**src/rtl/kiana_sched_pkg.sv**
```systemverilog
// Shared types and constants for the warp scheduler: instruction-buffer entry
// layout, feature-flag bit positions and the scheduler FSM encoding.
package kiana_sched_pkg;

    localparam int NUM_WARPS = 32;
    localparam int WID_W     = $clog2(NUM_WARPS);

    localparam int FF_WR_GPR  = 0;
    localparam int FF_WR_UNIR = 1;
    localparam int FF_WR_PC   = 2;
    localparam int FF_WR_PRED = 3;

    typedef struct packed {
        logic [7:0]  opcode;
        logic [4:0]  rd;
        logic [4:0]  rs1;
        logic [4:0]  rs2;
        logic [31:0] imm;
        logic [7:0]  feature_flags;
    } ib_entry_t;

    typedef enum logic {
        IDLE = 1'b0,
        READ = 1'b1
    } sched_state_t;

endpackage

```
**src/rtl/rr_arbiter.sv**
```systemverilog
// Combinational round-robin pick: lowest set bit of mask strictly above ptr,
// wrapping back through 0; ptr itself is considered last.
module rr_arbiter #(
    parameter int NUM_WARPS = kiana_sched_pkg::NUM_WARPS,
    parameter int WID_W     = kiana_sched_pkg::WID_W
) (
    input  logic [NUM_WARPS-1:0] mask,
    input  logic [WID_W-1:0]     ptr,
    output logic                 grant_valid,
    output logic [WID_W-1:0]     grant_idx
);

    logic [WID_W-1:0] cand;

    // Scan from the farthest offset down so the nearest candidate wins last.
    always_comb begin
        grant_valid = 1'b0;
        grant_idx   = '0;
        cand        = '0;
        for (int i = NUM_WARPS; i >= 1; i--) begin
            cand = ptr + WID_W'(i);
            if (mask[cand]) begin
                grant_valid = 1'b1;
                grant_idx   = cand;
            end
        end
    end

endmodule

```
**src/rtl/warp_scheduler.sv**
```systemverilog
// Round-robin warp scheduler: picks a ready warp, reads its head entry, strobes
// the scoreboard reservation and holds the issued instruction on a valid/ready output.
module warp_scheduler #(
    parameter int NUM_WARPS = kiana_sched_pkg::NUM_WARPS,
    parameter int WID_W     = kiana_sched_pkg::WID_W
) (
    input  logic                 clk,
    input  logic                 rst_n,
    input  logic [NUM_WARPS-1:0] warp_ready_mask,
    input  logic [62:0]          instruction_buffer,
    output logic [WID_W-1:0]     target_warp,
    output logic [4:0]           target_gpr_in,
    output logic [4:0]           target_unir_in,
    output logic                 target_is_pc,
    output logic                 target_is_pred,
    output logic                 s_tvalid_schedular,
    output logic                 m_tvalid,
    input  logic                 m_tready,
    output logic [WID_W-1:0]     m_warp_id,
    output logic [7:0]           m_opcode,
    output logic [4:0]           m_rd,
    output logic [4:0]           m_rs1,
    output logic [4:0]           m_rs2,
    output logic [31:0]          m_imm,
    output logic [7:0]           m_feature_flags,
    output logic                 err
);

    import kiana_sched_pkg::*;

    sched_state_t         state_q, state_d;
    logic [WID_W-1:0]     rr_ptr;
    logic [NUM_WARPS-1:0] block;
    logic [NUM_WARPS-1:0] eligible;
    logic                 pick_valid;
    logic [WID_W-1:0]     pick_idx;
    logic                 slot_free;
    logic                 head_ready;
    logic                 issue;
    ib_entry_t            entry;

    assign entry      = ib_entry_t'(instruction_buffer);
    // The scoreboard clears the just-issued warp's ready bit one cycle late.
    assign eligible   = warp_ready_mask & ~block;
    assign slot_free  = !m_tvalid || m_tready;
    assign head_ready = warp_ready_mask[target_warp];
    assign issue      = (state_q == READ) && head_ready;

    rr_arbiter #(
        .NUM_WARPS (NUM_WARPS),
        .WID_W     (WID_W)
    ) u_rr_arbiter (
        .mask        (eligible),
        .ptr         (rr_ptr),
        .grant_valid (pick_valid),
        .grant_idx   (pick_idx)
    );

    always_ff @(posedge clk or negedge rst_n) begin
        if (!rst_n) state_q <= IDLE;
        else        state_q <= state_d;
    end

    always_comb begin
        state_d = state_q;
        case (state_q)
            IDLE:    if (pick_valid && slot_free) state_d = READ;
            READ:    state_d = IDLE;
            default: state_d = IDLE;
        endcase
    end

    always_comb begin
        s_tvalid_schedular = 1'b0;
        err                = 1'b0;
        target_gpr_in      = '0;
        target_unir_in     = '0;
        target_is_pc       = 1'b0;
        target_is_pred     = 1'b0;
        if (state_q == READ) begin
            if (head_ready) begin
                s_tvalid_schedular = 1'b1;
                target_gpr_in      = entry.feature_flags[FF_WR_GPR]  ? entry.rd : 5'd0;
                target_unir_in     = entry.feature_flags[FF_WR_UNIR] ? entry.rd : 5'd0;
                target_is_pc       = entry.feature_flags[FF_WR_PC];
                target_is_pred     = entry.feature_flags[FF_WR_PRED];
            end else begin
                err = 1'b1;
            end
        end
    end

    always_ff @(posedge clk or negedge rst_n) begin
        if (!rst_n) begin
            target_warp <= '0;
            rr_ptr      <= WID_W'(NUM_WARPS - 1);
            block       <= '0;
        end else begin
            block <= issue ? ({{(NUM_WARPS-1){1'b0}}, 1'b1} << target_warp) : '0;
            if (issue) rr_ptr <= target_warp;
            if ((state_q == IDLE) && (state_d == READ)) target_warp <= pick_idx;
        end
    end

    // A load in the same cycle as an accept wins, keeping m_tvalid high.
    always_ff @(posedge clk or negedge rst_n) begin
        if (!rst_n) begin
            m_tvalid        <= 1'b0;
            m_warp_id       <= '0;
            m_opcode        <= '0;
            m_rd            <= '0;
            m_rs1           <= '0;
            m_rs2           <= '0;
            m_imm           <= '0;
            m_feature_flags <= '0;
        end else if (issue) begin
            m_tvalid        <= 1'b1;
            m_warp_id       <= target_warp;
            m_opcode        <= entry.opcode;
            m_rd            <= entry.rd;
            m_rs1           <= entry.rs1;
            m_rs2           <= entry.rs2;
            m_imm           <= entry.imm;
            m_feature_flags <= entry.feature_flags;
        end else if (m_tready) begin
            m_tvalid <= 1'b0;
        end
    end

endmodule
```
**config.mk**
```make
export PLATFORM = sky130hd
export DESIGN_NAME = warp_scheduler
export DESIGN_NICKNAME = d
export VERILOG_FILES = /design/src/rtl/kiana_sched_pkg.sv /design/src/rtl/rr_arbiter.sv /design/src/rtl/warp_scheduler.sv
export SDC_FILE = /design/constraint.sdc
export NUM_CORES = 1
export LEC_CHECK = 0
export CAP_MARGIN = 40
export CORE_MARGIN = 2
export CORE_UTILIZATION = 50
export DETAILED_ROUTE_END_ITERATION = 10
export PLACE_DENSITY = 0.79
export SYNTH_ARGS = -nofsm -noshare
export SYNTH_HDL_FRONTEND = slang
export SYNTH_SLANG_ARGS = --single-unit
```
**constraint.sdc**
```tcl
create_clock -name clk -period 4.34 [get_ports clk]
set_clock_uncertainty 0.1 [all_clocks]
set_input_delay 0.868 -clock clk [delete_from_list [all_inputs] [get_ports clk]]
set_output_delay 0.868 -clock clk [all_outputs]
set_load 0.02 [all_outputs]
```
==> metrics, run 1 <==
layout cells sized above 1 21.9%; most used cell, CP mux4_2; DRC 0; critical path cell sequence clkdlybuf4s50_1, mux4_2, mux4_2, mux2i_4, nand2b_4, inv_4, and3_1, clkdlybuf4s15_1; Synth Net Count 1337; CP peak stage delay 520 ps; Initial Utilization 50.8%; clock slew seen by the registers of the worst setup and hold paths 90 ps; FF+latch count, synth 112; max capacitance violation total 0; Worst Tran Pin Value 799 ps; leading cell types in the layout, fill and taps excluded 284 x nand2_1, 191 x buf_4, 166 x clkdlybuf4s50_1; Register Area 2820 sq um; CP Launch Type input port; HPWL after detailed placement 33400 um; vias in the first global route 11000; Non-Filler Instances 1826; worst skew pair latency 380 ps; H-tree Lvls 3; GRT Overall Usage 37.3%; Post-synth top flop dfrtp_1; largest net degree at the start of global routing 70; Mapped Area 10700 sq um; final WL 41900 um; CTS Root Cell clkbuf_16; Syn Inst Count 1226; Area Overhead vs Synth 35.1%; die width 150 um; most common cell after layout, fill and taps aside nand2_1; CP max stage cell mux4_2; crit share post-route 99.4%; fin. max-slew vios 0; setup_tns 0 ps; crit path DAT 3340 ps; antenna violations before repair 0; CP endpoint kind output port; WHS 323 ps; die footprint 22500 sq um; CTS Buffer Depth 2; ANT cells 0; first-pass GRT wire length 63000 um; gr ovfl total 0; setup violators final 0; gpl congestion 1.05; Crit Path Max Fanout 17; status completed; fin crit period 4310 ps; WL per Instance 23.0 um; area of the multi-input gates 7470 sq um; clk sinks 112; EDFF count, synth 0; Routed Antenna Nets 0; Detailed Route Iter0 Violations 1167; CP Class in2out; total CTS buffers 9; drt pass-1 iters 5; Die Span Y 150 um; nets 1657; slew margin rel. 46.7%; Ys Warns 0; Placed Cells 1803; TritonCTS clock tree yes; filler cell count 1688; routed via count 11300; CORE AREA 21000 sq um; count of cell types in the netlist 94; Critical Path RT 3370 ps; I/O pin cnt 186; Post-synth ARST share 100%; Seq/Total Area, Yosys 26.4%; vias per cell 6.19; Final Hold Vio Count 0; Port Buffers 185; maximum clock frequency 0.232 GHz; Mean Syn Cell Area 8.69 sq um; FP Rows 53; Min-Delay Path Class in2async
[layout make-up]
type	count	area share [%]
Sequential cell	112	19.6
Tap cell	275	2.39
Timing Repair Buffer	380	23.3
Multi-Input combinational cell	1025	51.9
Clock buffer	9	1.57
Clock inverter	7	0.635
Inverter	18	0.626
[flip-flops by register name, summed over array words and instances, names as in the netlist]
signal,flops
block,32
m_feature_flags,8
m_imm,32
m_opcode,8
m_rd,5
m_rs1,5
m_rs2,5
m_tvalid,1
m_warp_id,5
rr_ptr,5
state_q,1
target_warp,5
[metal layers]
layer	global-route usage (%)	wire length, um
met1	49.4	16600
met2	58.0	19200
met3	7.50	3740
met4	19.4	2410
met5	0	0
[logic make-up (layout without fill, tap and decap cells)]
logic type,Yosys count,count (layout),synth area share [%]
AND/OR/NAND/NOR,567,567,24.4
multiplexers,178,178,24.6
flip-flops,112,112,26.4
buffers and inverters,89,414,4.39
AO/OA/AOI/OAI,233,233,15.4
XOR/XNOR,34,34,3.36
adder cells (fa/ha/maj),13,13,1.53
[what timing repair did]
action,4_1_cts,5_1_grt
cloned,0,0
pin swaps,1,4
hold buffers,0,0
endpoints found under the setup margin,19,17
gates resized for setup,25,37
buffers inserted,1,6
[synthesized netlist by cell type, types with 6 or more instances]
library cell / number / area (sq um)
mux2i_1: 104 / 1040
mux2_2: 7 / 78.8
buf_6: 8 / 90.1
nor3_1: 11 / 55.1
nor2b_1: 38 / 238
a211oi_1: 9 / 67.6
a21oi_1: 44 / 220
mux4_2: 65 / 1460
a31oi_1: 12 / 75.1
and2_1: 10 / 62.6
nor2_1: 97 / 364
a2bb2oi_1: 6 / 52.6
nand2_1: 284 / 1070
o22ai_1: 20 / 125
or3_1: 10 / 62.6
o211ai_1: 10 / 75.1
xnor2_1: 25 / 219
ha_1: 13 / 163
buf_2: 13 / 65.1
dfrtp_1: 107 / 2680
inv_1: 11 / 41.3
a22oi_1: 6 / 45.0
o21ai_0: 44 / 220
a21o_1: 9 / 67.6
o2111ai_1: 7 / 61.3
nand2b_1: 42 / 263
clkbuf_1: 40 / 150
and3_1: 15 / 93.8
nand3_1: 27 / 135
[through the flow]
| step | area (sq um) | worst slack, ps | util, % |
|---|---|---|---|
| after global placement | 13900 | -405 | 66.3 |
| after global routing | 14400 | -49.3 | 68.7 |
| after CTS | 14200 | 2.58 | 67.9 |
| after floorplan | 10700 | 315 | - |
| final | 14400 | 27.6 | 68.7 |
| after detailed placement | 13900 | -418 | 66.3 |
[critical path: cells and delay by family]
kind / cells / cell delay [ps]
muxes: 3 / 1240
buffers and inverters: 3 / 830
and+or+nand+nor: 2 / 390
[path summary, 6_finish.rpt]
check | slack (ps) | endpoint | depth (start not counted) | from
min in group clk | 380 | m_rs2[3] | 2 | m_rs2[3]
hold reg to reg | 380 | m_rs2[3] | 2 | m_rs2[3]
max in group asynchronous | 2840 | block[11] | 2 | rst_n
hold / removal | 320 | m_imm[29] | 1 | rst_n
setup / recovery | 30 | target_unir_in[4] | 8 | warp_ready_mask[2]
setup reg to reg | 110 | target_warp[3] | 14 | rr_ptr[0]
Power of run 1 is not shown: default switching activity piles up to over one toggle a cycle in this logic, so the estimate is an artifact.
==> run 2: changes to the inputs <==
- CTS_BUF_LIST: default -> sky130_fd_sc_hd__clkbuf_8
==> run 2 against run 1 <==
Net effect:
- flip-flop and latch count is the same
- core utilization fell by 0.69 points
- worst hold slack got worse by 40 ps
- maximum frequency down 0.13%
- wire length down 0.69%
- die area unchanged
- register-to-register slack got worse by 70 ps
- global-route usage fell by 0.43 points
- count of clock-buffer cells in the layout is the same
- sequential share of layout area rose by 0.20 points
- critical path type unchanged
==> metrics, run 2 (synthesis results as in run 1) <==
CTS Buffer Depth 2 (unchanged); routed via count 11200 (was 11300); cell area after placement 13900 sq um (unchanged); R2R cell count 14 (unchanged); crit path DAT 3350 ps (was 3340 ps); gpl congestion 1.05 (unchanged); die footprint 22500 sq um (unchanged); drt pass-1 iters 5 (unchanged); fin crit period 4320 ps (was 4310 ps); filler cell count 1726 (was 1688); total CTS buffers 9 (unchanged); status completed (unchanged); Die Span Y 150 um (unchanged); HPWL after detailed placement 33400 um (unchanged); Non-Filler Instances 1825 (was 1826); I/O pin cnt 186 (unchanged); TritonCTS clock tree yes (unchanged); CP endpoint kind output port (unchanged); final worst setup slack 21.9 ps (was 27.6 ps); Area Overhead vs Synth 33.7% (was 35.1%); CP Class in2out (unchanged); design area 14200 sq um (was 14400 sq um); clk sinks 112 (unchanged); vias in the first global route 10900 (was 11000); slack of the worst reg-to-reg path 40 ps (was 110 ps); Critical R2R Capture target_warp[3] (unchanged); max capacitance violation total 0 (unchanged); Critical Path RT 3370 ps (about the same); slew margin rel. 45.5% (was 46.7%); Initial Utilization 50.8% (unchanged); fin. max-slew vios 0 (unchanged); CP Launch Type input port (unchanged); vias per cell 6.15 (was 6.19); FP Rows 53 (unchanged); ANT cells 0 (unchanged); die width 150 um (unchanged); top flop regs block (32), m_imm (32) (unchanged); maximum clock frequency 0.232 GHz (about the same); worst skew pair latency 400 ps (was 380 ps); Placed Cells 1803 (unchanged); nets 1656 (was 1657); Final Hold Vio Count 0 (unchanged); final WL 41600 um (was 41900 um); Detailed Route Iter0 Violations 1175 (was 1167); GRT Overall Usage 36.9% (was 37.3%); RSZ-0062 raised after global routing yes; WL per Instance 22.8 um (was 23.0 um); Min-Delay Path Class in2async (unchanged); leading cell types in the layout, fill and taps excluded 284 x nand2_1, 191 x buf_4, 169 x clkdlybuf4s50_1 (was 284 x nand2_1, 191 x buf_4, 166 x clkdlybuf4s50_1); Crit Path Max Fanout 17 (unchanged); layout cells sized above 1 21.5% (was 21.9%); Routed Antenna Nets 0 (unchanged); H-tree Lvls 3 (unchanged); crit share post-route 99.5% (was 99.4%); largest net degree at the start of global routing 70 (unchanged); antenna violations before repair 0 (unchanged); Worst Tran Pin Value 817 ps (was 799 ps); first-pass GRT wire length 62500 um (was 63000 um); CTS Root Cell clkbuf_8 (was clkbuf_16); fin util 68.0% (was 68.7%); gr ovfl total 0 (unchanged); most common cell after layout, fill and taps aside nand2_1 (unchanged); r2r startpoint rr_ptr[0] (unchanged); setup violators final 0 (unchanged); pre-CTS setup slack -418 ps (unchanged); DRC 0 (unchanged); clock slew seen by the registers of the worst setup and hold paths 140 ps (was 90 ps); CORE AREA 21000 sq um (unchanged); Port Buffers 185 (unchanged)
==> run 2: repair_timing <==
action / 4_1_cts / 5_1_grt
setup endpoints to repair: 19 / 17
pin swaps: 1 / 1
setup buffers: 1 / 5
resized for setup: 24 / 23
hold buffers: 0 / 0
cloned: 0 / 0
==> run 2: cell type report <==
cell class                      instances  area [sq um]  area share (%)
Multi-Input combinational cell       1025          7440            52.2
Timing Repair Buffer                  379          3340            23.5
Sequential cell                       112          2820            19.8
Tap cell                              275           344            2.42
Clock buffer                            9           124           0.870
Clock inverter                          7          91.3           0.641
Inverter                               18          83.8           0.589
==> run 2: how the worst max path moves through the flow <==
stage                                   end  slack [ps]  cells past startpoint                start
after floorplan              target_warp[0]         310                     14            rr_ptr[2]
after global placement    target_unir_in[2]        -410                      8  warp_ready_mask[13]
after detailed placement  target_unir_in[1]        -420                      8  warp_ready_mask[23]
after CTS                  target_gpr_in[0]         0.7                      8   warp_ready_mask[2]
after global routing         target_warp[3]         -20                     16            rr_ptr[1]
final                     target_unir_in[3]          20                      8   warp_ready_mask[7]
==> run 2: metal layers <==
metal / part of all wire (%) / GRT usage [%] / up-vias
met5: 0 / 0 / -
met3: 8.7 / 8.32 / 125
met2: 46 / 57.6 / 603
met4: 5.0 / 17.1 / 0
li1: - / - / 5073
met1: 40 / 48.9 / 5431
==> run 2: per-stage QoR <==
step	TNS (ps)	hold WS (ps)
after global routing	-35.8	291
after CTS	0	286
after detailed placement	-6780	362
after global placement	-6490	356
after floorplan	0	472
final	0	283
==> run 2: critical path, cell delays in order <==
cell and delay (ps):
clkdlybuf4s50_1 460, mux4_2 500, mux4_2 520, mux2i_4 210
nand2b_4 190, inv_4 90, and3_1 190, dlygate4sd2_1 320
Power of run 2 is left out for the same reason.
==> run 3: changes to the inputs <==
- CORE_UTILIZATION: 50 -> 60
- PLACE_DENSITY: 0.79 -> 0.89
- clock period: 4.34 -> 5.2 ns (I/O delays scaled with it)
==> run 3 against run 2 <==
Net effect:
- final cell count down 10%
- register-to-register slack better by 280 ps
- worst hold slack better by 110 ps
- flip-flop and latch count unchanged
- critical endpoint is now target_unir_in[4]
==> metrics, run 3 (synthesis results as in run 1) <==
status completed (unchanged); routed via count 11100 (was 11200); total CTS buffers 9 (unchanged); layout cells sized above 1 13.6% (was 21.5%); Final Hold Vio Count 0 (unchanged); RSZ-0062 raised after global routing no (was yes); setup violators final 0 (unchanged); Worst Tran Pin Value 916 ps (was 817 ps); setup_tns 0 ps (unchanged); gr ovfl total 0 (unchanged); I/O pin cnt 186 (unchanged); clock slew seen by the registers of the worst setup and hold paths 130 ps (was 140 ps); leading cell types in the layout, fill and taps excluded 284 x nand2_1, 184 x clkdlybuf4s50_1, 107 x dfrtp_1 (was 284 x nand2_1, 191 x buf_4, 169 x clkdlybuf4s50_1); CTS Root Cell clkbuf_8 (unchanged); final WL 41400 um (was 41600 um); CTS Buffer Depth 2 (unchanged); HPWL after detailed placement 32400 um (was 33400 um); critical path cell sequence clkdlybuf4s50_1, mux4_2, mux4_2, mux2i_1, nand2b_2, inv_2, and3_1, clkdlybuf4s50_1 (was clkdlybuf4s50_1, mux4_2, mux4_2, mux2i_4, nand2b_4, inv_4, and3_1, dlygate4sd2_1); Critical Path RT 4060 ps (was 3370 ps); most common cell after layout, fill and taps aside nand2_1 (unchanged); Min-Delay Path Class in2async (unchanged); vias per cell 6.76 (was 6.15); largest net degree at the start of global routing 70 (unchanged); die width 137 um (was 150 um); Crit Path Max Fanout 21 (was 17); antenna violations before repair 0 (unchanged); clk sinks 112 (unchanged); crit path DAT 3830 ps (was 3350 ps); Area Overhead vs Synth 23.1% (was 33.7%); Port Buffers 185 (unchanged); Routed Antenna Nets 0 (unchanged); Initial Utilization 61.6% (was 50.8%); CP peak stage delay 540 ps (was 520 ps); CP max stage cell clkdlybuf4s50_1 (was mux4_2); maximum clock frequency 0.201 GHz; Post-CTS Setup Inserts 0 (was 1); Detailed Route Iter0 Violations 1278 (was 1175); drt pass-1 iters 5 (unchanged); CP Launch Type input port (unchanged); ANT cells 0 (unchanged); cell area after placement 12900 sq um (was 13900 sq um); max capacitance violation total 0 (unchanged); Die Span Y 137 um (was 150 um); worst skew pair latency 410 ps (was 400 ps); post-CTS resize count 0 (was 24); crit share post-route 95.5%; first-pass GRT wire length 61500 um (was 62500 um); vias in the first global route 10500 (was 10900); TritonCTS clock tree yes (unchanged); CORE AREA 17300 sq um (was 21000 sq um); die footprint 18800 sq um (was 22500 sq um); design area 13100 sq um (was 14200 sq um); number of hold buffers added after CTS 0 (unchanged); CP Class in2out (unchanged); WL per Instance 25.2 um (was 22.8 um); slew margin rel. 38.9% (was 45.5%); DRC 0 (unchanged); nets 1522 (was 1656); fin. max-slew vios 0 (unchanged); GRT Overall Usage 44.1% (was 36.9%); FP Rows 48 (was 53); CP endpoint kind output port (unchanged); H-tree Lvls 3 (unchanged); fin crit period 4970 ps; top flop regs block (32), m_imm (32) (unchanged); gpl congestion 1.08 (was 1.05)
run 3: area by class of cell:
class / instances / area [sq um]
multi-input combinational: 1025 / 7380
fill: 1212 / 4180
sequential: 112 / 2810
timing repair buffer: 245 / 2340
tap: 225 / 282
clock buffer: 9 / 124
clock inverter: 7 / 96.3
inverter: 18 / 75.1
run 3: worst max-delay path, delay by kind of cell:
| family | cells | cell delay, ps |
|---|---|---|
| buffers and inverters | 3 | 1140 |
| muxes | 3 | 1230 |
| and+or+nand+nor | 2 | 410 |
run 3: per-layer routing:
metal / track usage (%) / vias to the layer above / part of all wire (%)
met1: 57.7 / 5267 / 37
met4: 23.8 / 0 / 6.3
met3: 13.0 / 167 / 12
li1: - / 4795 / -
met2: 66.0 / 866 / 44
met5: 0 / - / 0
run 3: worst paths after layout:
kind | from | to | slack, ps | cells after the start
setup / recovery | warp_ready_mask[16] | target_unir_in[4] | 230 | 8
hold / removal | rst_n | block[23] | 390 | 1
setup reg to reg | rr_ptr[0] | target_warp[3] | 320 | 13
hold reg to reg | m_imm[14] | m_imm[14] | 390 | 2
max in group asynchronous | rst_n | rr_ptr[1] | 3460 | 3
min in group clk | m_imm[14] | m_imm[14] | 390 | 2
run 3: metrics by stage:
step / cells / utilization, % / hold WS [ps] / setup slack [ps]
2_1_floorplan: 1226 / - / 489 / 1150
3_3_place_gp: 1623 / 74.2 / 356 / 320
3_5_place_dp: 1625 / 74.5 / 361 / 235
4_1_cts: 1641 / 75.8 / 390 / 217
5_1_grt: 1641 / 75.8 / 403 / 116
6_report: 1641 / 75.8 / 388 / 234
Power of run 3 is left out for the same reason.
==> edit: new RTL, settings of run 2 <==
Change the package constant `NUM_WARPS` from 32 to 16.
--- a/src/rtl/kiana_sched_pkg.sv
+++ b/src/rtl/kiana_sched_pkg.sv
@@ -4,3 +4,3 @@
 
-    localparam int NUM_WARPS = 32;
+    localparam int NUM_WARPS = 16;
     localparam int WID_W     = $clog2(NUM_WARPS);
Interface: changed (resized m_warp_id, target_warp and warp_ready_mask); port bits go from 186 to 168. No check against the original RTL was run, so the function may have changed too.
==> edit against run 2 <==
- critical path depth increased by 2
- synthesized cell count down 44%
- routed wire length is 52% lower
- maximum frequency rose by 4.5%
- cell count is 44% lower
- design area fell by 42%
- utilization grew 0.97 points
- synthesized area is 42% lower
- sequential cell count shrank 19
- non-clock buffer count fell by 187
- setup slack better by 0.19 ns
- first-iteration DRC count is 56% lower
- critical endpoint is now target_is_pred
Power is left out: the tool's default activity adds up to more than one toggle a clock period on the data nets, which glitch-free logic cannot reach.
==> edit: results (changes against run 2) <==
| Metric | Value |
|---|---|
| Status | finished, final reports clean |
| Top Registers | m_imm x32, block x16 |
| Ranking of synthesized cells by area | dfrtp_1 (36%), nand2_1 (14%), mux4_2 (8.7%) |
| # port buffers | 167 (-9.7%) |
| Max Cap Violations | 0 (unchanged) |
| Reg2Reg Setup Slack | 0.36 ns (+0.32 ns) |
| Via density | 5.74 (-6.7%) |
| Global-route wire length before repair | 31,900 um (-49%) |
| Clk slew on worst S/H paths | 0.09 ns (-0.05 ns) |
| Worst r2r path cells | 10 (-4) |
| CTS buffer count | 9 (unchanged) |
| Top cells by count, synth | nand2_1 (231), dfrtp_1 (89), nor2_1 (38), mux2i_1 (31) |
| R2r startpoint | rr_ptr[1] |
| Hold-critical path depth | 2 |
| CP max stage delay | 0.57 ns (+0.05 ns) |
| DRC | 0 (unchanged) |
| Critical-path top delay cell | clkdlybuf4s50_1 |
| Worst-skew pair later-pin latency | 0.36 ns (-0.04 ns) |
| Tightest Pin Transition | 0.829 ns (+0.0115 ns) |
| Gate count of the mapped netlist | 688 (-44%) |
| Layout cells sized above 1 | 10.2% (-11 points) |
| Worst-path maximum fanout | 26 (+9) |
| Critical path endpoint | target_is_pred |
| Critical Path Start | warp_ready_mask[11] |
| Clock tree buffer depth | 2 (unchanged) |
| Vias | 5,910 (-47%) |
| Register area share after synthesis | 37.5% (+11 points) |
| Hold crit path type | register to register |
| Placed instance area | 0.00811 mm^2 (-42%) |
| Critical Path AT | 3.16 ns (-0.19 ns) |
| HPWL Detailed | 15,500 um (-54%) |
| Total Nets Final | 945 (-43%) |
| Largest net degree at the start of global routing | 68 (-2.9%) |
| Synth unique cells | 69 (-27%) |
| Tot GR Track Use | 31.3% (-5.6 points) |
| Final setup viols | 0 (unchanged) |
| Routability congestion estimate | 1.01 (-3.8%) |
| Total nets after synthesis | 777 (-42%) |
| DRT iter0 DRCs | 517 (-56%) |
| DR WL/cell | 19.4 um (-15%) |
| FF-to-FF End | target_warp[1] |
| Placed cells | 1,013 (-44%) |
## edit: metal layers
metal / global-route usage, % / vias up / part of all wire [%] / wire length, um
met2: 50.8 / 293 / 49 / 9860
met5: 0 / - / 0 / 0
li1: - / 2726 / - / -
met3: 9.36 / 46 / 9.3 / 1860
met1: 39.9 / 2845 / 39 / 7740
met4: 11.8 / 0 / 2.7 / 545
## edit: critical path: cells and delay by family
family | cells | cell delay [ns]
buffers and inverters | 3 | 1.16
and+or+nand+nor | 6 | 0.62
muxes | 1 | 0.50
## edit: final cells by class
cell class              instances  area, um^2
clock inverters                 7        80.1
inverters                      17        66.3
clock buffers                   9         124
multi-input cells             543        3640
repair buffers                192        1860
fillers                       934        3750
well taps                     168         210
flip-flops and latches         93        2330
## edit: worst min path at each step
stage                             from            endpoint  slack (ns)
finish                         m_rd[0]             m_rd[0]        0.38
global placement              m_imm[1]            m_imm[1]        0.36
global route        m_feature_flags[3]  m_feature_flags[3]        0.40
CTS                            m_rd[0]             m_rd[0]        0.38
floorplan                      state_q        m_warp_id[3]        0.45
detailed placement            m_rs1[3]            m_rs1[3]        0.36
## edit: what timing repair did
action	CTS	global route
buffers inserted	0	0
gates resized for setup	0	2
setup endpoints to repair	0	10
## edit: cells by family after synthesis
| group | share of synthesized area (%) |
|---|---|
| compound gates | 9.93 |
| xor+xnor | 2.26 |
| fa+ha+maj | 1.41 |
| buf+inv | 3.85 |
| flops | 37.5 |
| mux | 19.2 |
| simple gates | 25.9 |
## edit: per-stage QoR
stage | setup slack (ns) | util, %
after detailed placement | 0.107 | 67.2
after global placement | 0.132 | 67.2
after floorplan | 0.317 | -
after global routing | 0.0601 | 68.9
after CTS | 0.107 | 68.9
final | 0.209 | 68.9
